`config.mk`:
```
export PLATFORM = sky130hd
export DESIGN_NAME = sram_rw_client
export DESIGN_NICKNAME = d
export VERILOG_FILES = /design/src/rtl/sram_rw_client.sv
export SDC_FILE = /design/constraint.sdc
export NUM_CORES = 1
export LEC_CHECK = 0
export BUFFER_PORTS_ARGS = -buffer_cell sky130_fd_sc_hd__buf_2
export CAP_MARGIN = 20
export CORE_AREA = 5 5 236 238
export DETAILED_ROUTE_END_ITERATION = 12
export DIE_AREA = 0 0 241 243
export GPL_TIMING_DRIVEN = 1
export PLACE_DENSITY_LB_ADDON = 0.25
export SYNTH_ARGS = -nofsm -noshare
export SYNTH_HDL_FRONTEND = slang
export SYNTH_SLANG_ARGS = --single-unit
```
`constraint.sdc`:
```
create_clock -name clock -period 9.1 [get_ports clock]
set_clock_uncertainty 0.2 [all_clocks]
set_input_delay 0.91 -clock clock [delete_from_list [all_inputs] [get_ports clock]]
set_output_delay 0.91 -clock clock [all_outputs]
set_load 0.05 [all_outputs]
```
`src/rtl/sram_rw_client.sv`:
```
// sram_rw_client: valid/ready front end for a 1-cycle-latency masked-write SRAM macro,
// returning read data through a 2-entry response buffer guarded by read credits.
module sram_rw_client #(
    parameter int ADDR_W = 5,
    parameter int DATA_W = 148,
    parameter int MASK_W = 2
) (
    input  logic              clock,
    input  logic              reset,
    input  logic              req_valid,
    output logic              req_ready,
    input  logic              req_write,
    input  logic [ADDR_W-1:0] req_addr,
    input  logic [MASK_W-1:0] req_wmask,
    input  logic [DATA_W-1:0] req_wdata,
    output logic              resp_valid,
    input  logic              resp_ready,
    output logic [DATA_W-1:0] resp_data,
    output logic              sram_en,
    output logic              sram_wmode,
    output logic [ADDR_W-1:0] sram_addr,
    output logic [MASK_W-1:0] sram_wmask,
    output logic [DATA_W-1:0] sram_wdata,
    input  logic [DATA_W-1:0] sram_rdata
);
    logic              s1_valid;
    logic              rd_ptr;
    logic              wr_ptr;
    logic [1:0]        count;
    logic              empty;
    logic              enq;
    logic              deq;
    logic [DATA_W-1:0] fifo_q [2];

    // A read in flight holds a buffer slot, so the buffer can never overflow.
    assign req_ready  = (count + {1'b0, s1_valid}) < 2'd2;
    assign sram_en    = req_valid && req_ready;
    assign sram_wmode = req_write;
    assign sram_addr  = req_addr;
    assign sram_wmask = req_wmask;
    assign sram_wdata = req_wdata;

    assign empty      = count == 2'd0;
    assign resp_valid = s1_valid || !empty;
    assign resp_data  = empty ? sram_rdata : fifo_q[rd_ptr];
    assign deq        = !empty && resp_ready;
    assign enq        = s1_valid && !(empty && resp_ready);

    always_ff @(posedge clock or posedge reset) begin
        if (reset) begin
            s1_valid <= 1'b0;
            rd_ptr   <= 1'b0;
            wr_ptr   <= 1'b0;
            count    <= 2'd0;
        end else begin
            s1_valid <= sram_en && !req_write;
            rd_ptr   <= rd_ptr ^ deq;
            wr_ptr   <= wr_ptr ^ enq;
            count    <= count + {1'b0, enq} - {1'b0, deq};
        end
    end

    always_ff @(posedge clock) begin
        if (enq) fifo_q[wr_ptr] <= sram_rdata;
    end

    a_no_overflow: assert property (@(posedge clock) disable iff (reset) !(enq && count == 2'd2));
endmodule

```
# Word level (Yosys, flattened, before mapping)
# Memory sizes are Yosys's and may differ from the RTL's.
# Index checks and enable logic that the tools add are counted.
# Widths: inputs -> output; s select.
[word_totals]
memories = 1
out_inout_bits = 307
reg_bits = 5
elab_cells = 24
mem_bits_rw = 296
input_bits = 308
[classes]
n_addsub = 3
n_reduce_logical = 10
mux = 3
bitwise_logic = 2
order_cmp = 1
[memory_table]
columns = ["memory", "words", "width", "rd", "rd_ports_with_merged_regs", "write_ports", "line_no", "source"]
rows = [
  ["fifo_q", 2, 148, 1, 0, 1, "33", "logic [DATA_W-1:0] fifo_q [2];"],
]
[ops]
columns = ["cell", "n"]
rows = [
  ["$mux 148", 1],
  ["$logic_and 1x1->1", 5],
  ["$add 2x1->2", 2],
  ["$logic_not 1->1", 3],
  ["$logic_not 2->1", 1],
  ["$lt 2x2->1 const B", 1],
  ["$mux 1", 2],
  ["$sub 2x1->2", 1],
  ["$xor 1x1->1", 2],
  ["$logic_or 1x1->1", 1],
]

# Longest topological paths before layout
# Gate-level depths: netlist of the first run.
[logic_depth]
ltp_word = 6
mapped_depth = 6
ltp_nobuf = 4

# Worst setup path after synthesis of the first run
# No wires, ideal clock.
[synth_path]
path_type = "input-to-reg"
from = "input resp_ready"
to = "memory fifo_q[0][0], enable pin"
setup_time_ps = 526
cell_stages = 2
arrival_ps = 4576
path_buffers = 0
slack_ps = 3798
required_ps = 8374
path_cell_list = "a21boi_0 ha_1"
[synth_via]
elab_chain_len = 5
[synth_lines]
columns = ["element", "line_no", "source"]
rows = [
  ["from (decl)", "17", "input logic resp_ready,"],
  ["$logic_and 1x1->1", "47", "assign enq = s1_valid && !(empty && resp_ready);"],
  ["$logic_not 1->1", "47", ""],
  ["$logic_and 1x1->1", "47", ""],
  ["$mux 1", "64", "if (enq) fifo_q[wr_ptr] <= sram_rdata;"],
  ["$mux 1 (implied by the code)", "64", ""],
  ["to (decl)", "33", ""],
]
# Every way passes these cells.

# Final worst setup path of the first run
[layout_path]
from = "register rd_ptr"
to = "output resp_data[131]"
[layout_via]
elab_chain_len = 2
[layout_lines]
columns = ["element", "line_no", "source"]
rows = [
  ["from (decl)", "27", "logic rd_ptr;"],
  ["from (signal assigned)", "57", "rd_ptr <= rd_ptr ^ deq;"],
  ["$mem_v2 2x148", "n/a", ""],
  ["$mux 148", "45", "assign resp_data = empty ? sram_rdata : fifo_q[rd_ptr];"],
  ["to (decl)", "18", "output logic [DATA_W-1:0] resp_data,"],
]
# Every way passes these cells.

==> impl_metrics.tcl, run 1 <==
set metrics [dict create \
    slew_headroom_pct 31.3 \
    crit_path_end_kind "output port" \
    cp-start-kind "register" \
    hold_path.class "in2async" \
    avgSynthCellArea_sq_um 13.8 \
    cts_max_path_buffers 3 \
    outcome "finished clean" \
    crit_fanout 55 \
    cts_tree "yes" \
    pin_count 615 \
    synth_ff_type "edfxtp_1" \
    pre_cts_ws_ns 5.20 \
    synth_compound_area_share_pct 5.64 \
    viasPerCell 4.22 \
    synth_edf_count 296 \
    power.internal_w 0.00320 \
    drt_iter0_drc 424 \
    tns_ns 0 \
    synthDistinctLibCells 24 \
    rows 85 \
    min_period_ns 4.37 \
    clk_latency_ns 0.53 \
    clk_pin_slew_ns 0.06 \
    die_h_um 243 \
    num_vias 7742 \
    final_nets 1428 \
    rsz0062_at_grt "false" \
    die_x_um 241 \
    synth_area_sq_um 13500 \
    ys_seq_area_share_pct 67.0 \
    synth_top_area_share_pct 66.1 \
    met1_usage_pct 13.8 \
    layout-drive-gt1-share_pct 31.7 \
    clock_sink_count 301 \
    finalCritPeriodShare_pct 48.0 \
    slowest_delay_ns 0.93 \
    synth_top_family_by_area "buffers and inverters" \
    crit_type "reg2out" \
    cts_resized 0 \
    synth_mux_area_share_pct 11.0 \
    grt_max_degree 213 \
    routed_wl_um 35400 \
    ys_warn_count 0 \
    top_usage_layer "met2" \
    first_pass_iters 4 \
    ys_ff_latch 301 \
    synth_xor_area_share_pct 0.195 \
    start_util_pct 25.2 \
    ant_nets 0 \
    synthAdderAreaFrac_pct 0.186 \
    antenna_found_initial 5 \
    synth-simple-area-share_pct 4.69 \
    grt_pass1_wl_um 51100 \
    drc 0 \
    peakVddDrop_mv 0.396 \
    syn_inst 972 \
    p_leak_nw 5.90 \
    port_buffers 304 \
    grt_use_total_pct 11.4 \
    coreArea_sq_um 53400 \
    final_util_pct 29.0 \
    max_cap_violations 0 \
    total_power_w 0.00624 \
    die_area_sq_um 58600 \
    dp_hpwl_um 24400 \
    worst_ep_arrival_time_ns 3.26 \
    synth.largest_area_cell "edfxtp_1" \
    synth-async-reset-ratio_pct 1.66 \
    path_cells "buf_4, mux2i_1, o21ai_0, buf_2" \
    cts_buffers 36 \
    crit_required_ns 7.99 \
    slew_viol_final 0 \
    clockPowerShare_pct 21.1 \
    timing.fmax_mhz 229 \
    grt_overflow 0 \
    h-tree-depth 2 \
    pwr-share-seq_pct 28.9 \
    synth_area_leaders "edfxtp_1 (66%), mux2i_1 (11%), buf_4 (9.0%), nand2_1 (4.2%), o21ai_0 (3.5%)" \
    hold_buffers 0 \
    power_frac_comb_pct 50.0 \
    worst_pin_slew_ns 1.03 \
    cp_slowest_cell "dfrtp_4" \
    setup_viol 0 \
    gp_congestion 0.715 \
    synth_nets 1282 \
    postCtsSetupBuffers 0 \
    first_global_vias 7812 \
    power_switching_w 0.00304 \
    synth_most_common_cell "edfxtp_1" \
    ys_top_cells_by_count "edfxtp_1 (296), buf_4 (161), nand2_1 (150), mux2i_1 (148), o21ai_0 (94)" \
    finalWorstSetupSlack_ns 4.73 \
    cts.root.buffer_cell "clkbuf_16" \
    wl_per_cell_um 19.3 \
    power_density_nw_per_um2 403 \
    grt_util_met3_pct 5.17 \
    met2_usage_pct 17.3 \
    switching_share_pct 48.7 \
    syn_to_final_growth_pct 15.2 \
    hold_viol_final 0 \
]
critical path, delay by kind of cell, from the launching register on:
| kind | cells | cell delay [ns] |
|---|---|---|
| DFF | 1 | 0.93 |
| muxes | 1 | 0.17 |
| AOI/OAI and AO/OA | 1 | 0.31 |
| buffers and inverters | 2 | 1.24 |
final timing paths:
path | slack [ns] | cells past startpoint | end | from
max reg2reg | 5.81 | 4 | fifo_q[0][135] | count[1]
max in group asynchronous | 8.37 | 2 | rd_ptr | reset
min | 0.10 | 2 | count[1] | reset
max | 4.73 | 4 | resp_data[131] | rd_ptr
min in group clock | 0.39 | 1 | fifo_q[1][10] | sram_rdata[10]
min reg2reg | 0.46 | 3 | wr_ptr | wr_ptr
kinds of logic after synthesis:
kind of cell,count (synthesis)
adder cells (fa/ha/maj),2
multiplexers,148
flip-flops,301
AND/OR/NAND/NOR,159
AO/OA/AOI/OAI,151
buffers and inverters,208
XOR/XNOR,3
cell type report:
type,instances,area (sq um)
clock buffers,45,956
fillers,5455,37900
multi-input cells,463,2940
well taps,696,871
diodes,1,2.50
clock inverters,11,105
flip-flops and latches,301,9020
repair buffers,313,1600
inverters,3,11.3
power groups by stage:
| stage | sequential, W | combinational [W] | clock (W) |
|---|---|---|---|
| global placement | 0.00183 | 0.00318 | 0 |
| CTS | 0.00181 | 0.00318 | 0.00137 |
| finish | 0.00180 | 0.00312 | 0.00132 |
| global route | 0.00182 | 0.00333 | 0.00143 |
| detailed placement | 0.00184 | 0.00318 | 0 |
| floorplan | 0.00180 | 0.00272 | 0 |
cell usage in the layout, fill, tap and decap left out, types with 2 or more instances in the layout:
master | synthesis | routed
buf_2 | 15 | 304
buf_4 | 161 | 8
bufinv_16 | 0 | 2
clkbuf_1 | 12 | 8
clkbuf_16 | 0 | 37
clkinv_1 | 0 | 6
dfrtp_1 | 5 | 4
edfxtp_1 | 296 | 296
inv_1 | 3 | 3
inv_6 | 0 | 2
mux2i_1 | 148 | 148
nand2_1 | 150 | 150
nand2b_1 | 2 | 2
o21ai_0 | 94 | 94
o21ai_1 | 55 | 55
xnor2_1 | 2 | 2
sequential cells by signal, indices dropped and copies added (netlist names):
name / flops
count: 2
fifo_q: 296
rd_ptr: 1
s1_valid: 1
wr_ptr: 1
per-layer routing:
metal / wire length, um / part of all wire (%) / vias to the layer above
met1: 14000 / 40 / 3621
met4: 1720 / 4.9 / 8
li1: - / - / 3641
met2: 15800 / 45 / 363
met5: 77 / 0.22 / -
met3: 3740 / 11 / 109
through the flow:
step	hold WS, ns	cells	cell area [sq um]
floorplan	0.382	972	13500
global placement	0.433	1776	14400
detailed placement	0.456	1776	14400
CTS	0.0609	1832	15500
global route	0.0842	1833	15500
finish	0.100	1833	15500
(Power assumes the default switching activity.)
==> run 2, diff against run 1 <==
==> constraint.sdc (replaced) <==
create_clock -name clock -period 4.2 [get_ports clock]
set_clock_uncertainty 0.2 [all_clocks]
set_input_delay 0.42 -clock clock [delete_from_list [all_inputs] [get_ports clock]]
set_output_delay 0.42 -clock clock [all_outputs]
set_load 0.05 [all_outputs]
==> run 2 against run 1 <==
Compared with the run above:
- die area stayed put
- largest power group unchanged
- sequential power is 120% higher
- worst hold slack got worse by 0.053 ns
- count of clock-buffer cells in the layout unchanged
- sequential share of layout area decreased by 5.7 points
- critical endpoint is now resp_data[3]
- cell count rose by 8.9%
- critical path depth did not move
- combinational power increased by 120%
- clock power grew 120%
- total power rose by 120%
==> impl_metrics.tcl, run 2 (synthesis results as in run 1) <==
set metrics [dict create \
    outcome "finished clean" \
    hold_viol_final 0 \
    routed_wl_um 35800 \
    rsz0062_at_grt "false" \
    peakVddDrop_mv 0.506 \
    grt_max_degree 200 \
    cts_max_path_buffers 3 \
    gp_congestion 0.710 \
    drt_iter0_drc 299 \
    slew_headroom_pct 38.5 \
    crit_required_ns 3.58 \
    dp.cells 1781 \
    die_h_um 243 \
    grt_overflow 0 \
    ff2ff_setup_slack_ns 1.70 \
    worst_pin_slew_ns 0.922 \
    regToRegStartpoint "count[1]" \
    slew_viol_final 0 \
    most-common-layout-cells "buf_2 (304), edfxtp_1 (296), dlygate4sd3_1 (151), nand2_1 (150), mux2i_1 (148)" \
    largest-register "fifo_q" \
    switching_share_pct 48.5 \
    cts_resized 0 \
    antenna_found_initial 4 \
    ff2ff_path_depth 4 \
    pin_count 615 \
    min_period_ns 3.13 \
    holdPathEnd "s1_valid" \
    clockPowerShare_pct 21.2 \
    min-delay-start "req_valid" \
    port_buffers 304 \
    clk_latency_ns 0.53 \
    final_common_cell "buf_2" \
    hold_path.class "in2reg" \
    p_leak_nw 6.61 \
    pwr-share-seq_pct 28.2 \
    path_buf_inv 2 \
    crit_path_end_kind "output port" \
    num_vias 8288 \
    finalCritPeriodShare_pct 74.6 \
    largest_register_ffs 296 \
    cp-start-kind "register" \
    cts_buffers 36 \
    cts_tree "yes" \
    critPathTopFamily "flip-flops" \
    setup_viol 0 \
    slowest_delay_ns 0.90 \
    critical_path_depth 4 \
    power.internal_w 0.00711 \
    wl_per_cell_um 17.9 \
    hold_depth 2 \
    cp_slowest_cell "dfrtp_4" \
    power_density_nw_per_um2 803 \
    drc 0 \
    first_pass_iters 4 \
    cts.root.buffer_cell "clkbuf_16" \
    max_cap_violations 0 \
    whs_ns 0.0479 \
    grt_use_total_pct 11.6 \
    viasPerCell 4.15 \
    dp_hpwl_um 23000 \
    die_x_um 241 \
    h-tree-depth 2 \
    coreArea_sq_um 53400 \
    final_nets 1584 \
    grt_pass1_wl_um 52300 \
    reg_top3 "fifo_q: 296 flops, count: 2 flops" \
    syn_to_final_growth_pct 27.7 \
    layout-drive-gt1-share_pct 28.6 \
    clk_pin_slew_ns 0.05 \
    ant_nets 0 \
    crit_fanout 34 \
    reg2reg_to "fifo_q[0][59]" \
    first_global_vias 8638 \
    tns_ns 0 \
    rows 85 \
    power_frac_comb_pct 50.6 \
    final_cells 1997 \
    path_cells "buf_4, mux2i_1, o21ai_0, buf_2" \
    start_util_pct 25.2 \
    power_switching_w 0.00669 \
    clock_sink_count 301 \
    worst_ep_arrival_time_ns 2.51 \
    die_area_sq_um 58600 \
    crit_type "reg2out" \
    timing.fmax_mhz 319 \
]
run 2: through the flow:
step	area (sq um)	worst slack (ns)	total power (W)	util (%)
global route	17200	0.813	0.0146	32.2
finish	17200	1.07	0.0138	32.2
floorplan	13500	0.731	0.00976	-
global placement	14600	1.56	0.0110	27.3
CTS	17200	0.926	0.0141	32.2
detailed placement	14600	1.53	0.0110	27.3
run 2: per-layer routing:
metal / vias to the layer above / track usage (%) / share of wire [%]
met1: 3869 / 12.7 / 38
met4: 4 / 5.94 / 5.0
met2: 323 / 19.3 / 48
met3: 120 / 4.79 / 9.6
met5: - / 0.337 / 0.075
li1: 3972 / - / -
run 2: cell type report:
cell class	count	area (sq um)
clock buffers	45	956
clock inverters	18	143
well taps	696	871
diodes	2	5.00
inverters	3	11.3
repair buffers	469	3240
fillers	5335	36200
multi-input cells	463	2940
flip-flops and latches	301	9020
run 2: worst max-delay path by stage:
stage / startpoint / end / slack (ns)
finish: rd_ptr / resp_data[3] / 1.07
global route: count[1] / resp_data[90] / 0.81
CTS: count[1] / resp_data[90] / 0.93
detailed placement: count[1] / resp_data[90] / 1.53
global placement: rd_ptr / resp_data[3] / 1.56
floorplan: count[1] / fifo_q[0][0] / 0.73
run 2: power groups by stage:
stage | registers (W) | logic [W] | clock network [W]
detailed placement | 0.00396 | 0.00701 | 0
global route | 0.00393 | 0.00745 | 0.00319
finish | 0.00389 | 0.00698 | 0.00293
floorplan | 0.00386 | 0.00590 | 0
CTS | 0.00390 | 0.00713 | 0.00307
global placement | 0.00395 | 0.00700 | 0
run 2: timing repair:
item / CTS / global route
hold buffers: 151 / 0
setup endpoints to repair: 0 / 0
buffers inserted: 0 / 0
endpoints found under the hold margin: 303 / 0
==> run 3, diff against run 2 <==
==> constraint.sdc (replaced) <==
create_clock -name clock -period 3.2 [get_ports clock]
set_clock_uncertainty 0.2 [all_clocks]
set_input_delay 0.32 -clock clock [delete_from_list [all_inputs] [get_ports clock]]
set_output_delay 0.32 -clock clock [all_outputs]
set_load 0.05 [all_outputs]
==> run 3 against run 2 <==
Compared with the run above:
- sequential share of layout area shrank 0.47 points
- sequential power rose by 29%
- die area unchanged
- worst setup slack got worse by 0.75 ns
- utilization up 0.29 points
- combinational power up 34%
- critical path depth grew 2
- count of clock-buffer cells in the layout down 2
==> impl_metrics.tcl, run 3 (synthesis results as in run 1) <==
set metrics [dict create \
    outcome "finished clean" \
    cp-start-kind "register" \
    port_buffers 304 \
    p_leak_nw 6.70 \
    clk_pin_slew_ns 0.05 \
    crit_path_end_kind "output port" \
    ant_nets 0 \
    met3_length_um 3200 \
    crit_fanout 61 \
    postCtsSetupBuffers 0 \
    grt_max_degree 100 \
    cts_tree "yes" \
    most-common-layout-cells "buf_2 (304), edfxtp_1 (296), dlygate4sd3_1 (152), nand2_1 (150), mux2i_1 (148)" \
    critPathLaunch "count[1]" \
    cts_resized 0 \
    final_area_sq_um 17300 \
    wl_per_cell_um 17.5 \
    cts_buffers 36 \
    drt_iter0_drc 311 \
    peakVddDrop_mv 0.910 \
    gp_congestion 0.736 \
    largest-register "fifo_q" \
    place_area_sq_um 14700 \
    worst_ep_arrival_time_ns 2.36 \
    first_global_vias 8437 \
    die_x_um 241 \
    syn_to_final_growth_pct 28.8 \
    cts.root.buffer_cell "clkbuf_16" \
    setup_viol 0 \
    hold_viol_final 0 \
    rows 85 \
    timing.fmax_mhz 347 \
    pre_cts_ws_ns 0.726 \
    clk_latency_ns 0.52 \
    start_util_pct 25.2 \
    die_h_um 243 \
    power_density_nw_per_um2 1050 \
    antenna_found_initial 3 \
    grt_use_total_pct 11.3 \
    min_period_ns 2.88 \
    slew_headroom_pct 62.2 \
    regToRegStartpoint "count[1]" \
    reg_top3 "fifo_q: 296 flops, count: 2 flops" \
    slew_viol_final 0 \
    max_cap_violations 0 \
    fillers 5360 \
    route.met2.wl_um 16700 \
    die_area_sq_um 58600 \
    routed_wl_um 35400 \
    rsz0062_at_grt "false" \
    viasPerCell 4.11 \
    dp_hpwl_um 24200 \
    layout-drive-gt1-share_pct 29.5 \
    clock_sink_count 301 \
    coreArea_sq_um 53400 \
    largest_register_ffs 296 \
    whs_ns 0.0929 \
    num_vias 8277 \
    ff2ff_path_depth 4 \
    cts_max_path_buffers 3 \
    finalCritPeriodShare_pct 90.0 \
    h-tree-depth 2 \
    finalWorstSetupSlack_ns 0.320 \
    grt_overflow 0 \
    routed.top_layer "met4" \
    grt_pass1_wl_um 51600 \
    crit_type "reg2out" \
    final_common_cell "buf_2" \
    final_util_pct 32.5 \
    first_pass_iters 4 \
    worst_pin_slew_ns 0.567 \
    crit_required_ns 2.68 \
    final_nets 1602 \
    pin_count 615 \
    total_power_w 0.0181 \
    wl_met1_um 13800 \
    drc 0 \
    hold_path.class "in2async" \
]
==> run 3: cell types whose count changed in the layout (fill, tap and decap cells not counted) <==
cell           change
diode_2            +1
clkinv_4           -1
buf_4             +14
inv_6              +3
clkinv_2           -1
clkbuf_1           -2
clkinv_1           +1
bufinv_16          -1
buf_12             +3
dlygate4sd3_1      +1
==> run 3: stage by stage <==
| stage | instances | setup TNS, ns |
|---|---|---|
| after floorplan | 972 | -66.80 |
| after global placement | 1798 | 0 |
| after detailed placement | 1798 | 0 |
| after CTS | 2012 | 0 |
| after global routing | 2014 | 0 |
| final | 2015 | 0 |
==> run 3: critical path, cell delays in order (launching register included) <==
cell and delay [ns]:
dfrtp_1 0.45, nor2_4 0.16, buf_12 0.26, buf_4 0.40, nand2_1 0.08, o21ai_0 0.11, buf_2 0.31
==> run 3: path summary, 6_finish.rpt <==
kind / endpoint / slack, ns
min in group clock: fifo_q[1][10] / 0.32
setup / recovery: resp_data[13] / 0.32
hold reg to reg: wr_ptr / 0.46
hold / removal: rd_ptr / 0.09
setup reg to reg: fifo_q[1][137] / 0.79
max in group asynchronous: rd_ptr / 2.50
==> run 3: final cells by class <==
class                      count  area (sq um)  share of cell area [%]
clock buffer                  43           948                    5.47
inverter                       3          11.3                  0.0650
timing repair buffer         487          3410                    19.7
antenna                        3          7.51                  0.0433
clock inverter                19           129                   0.743
multi-input combinational    463          2940                    16.9
tap                          696           871                    5.02
sequential                   301          9020                    52.0
==> run 3: what timing repair did <==
item,CTS,global route
hold buffers,152,0
hold endpoints to repair,304,0
endpoints found under the setup margin,0,0
==> run 3: per-layer routing <==
layer / global-route usage, % / vias up
met5: 0.337 / -
met4: 5.26 / 0
met3: 4.44 / 116
met2: 18.7 / 315
met1: 12.9 / 3835
li1: - / 4011
==> run 3: power breakdown <==
part	switching [W]	total (W)	internal [W]	leakage [nW]
registers	0.000170	0.00503	0.00486	2.75
logic	0.00706	0.00935	0.00230	3.42
clock network	0.00156	0.00376	0.00220	0.532
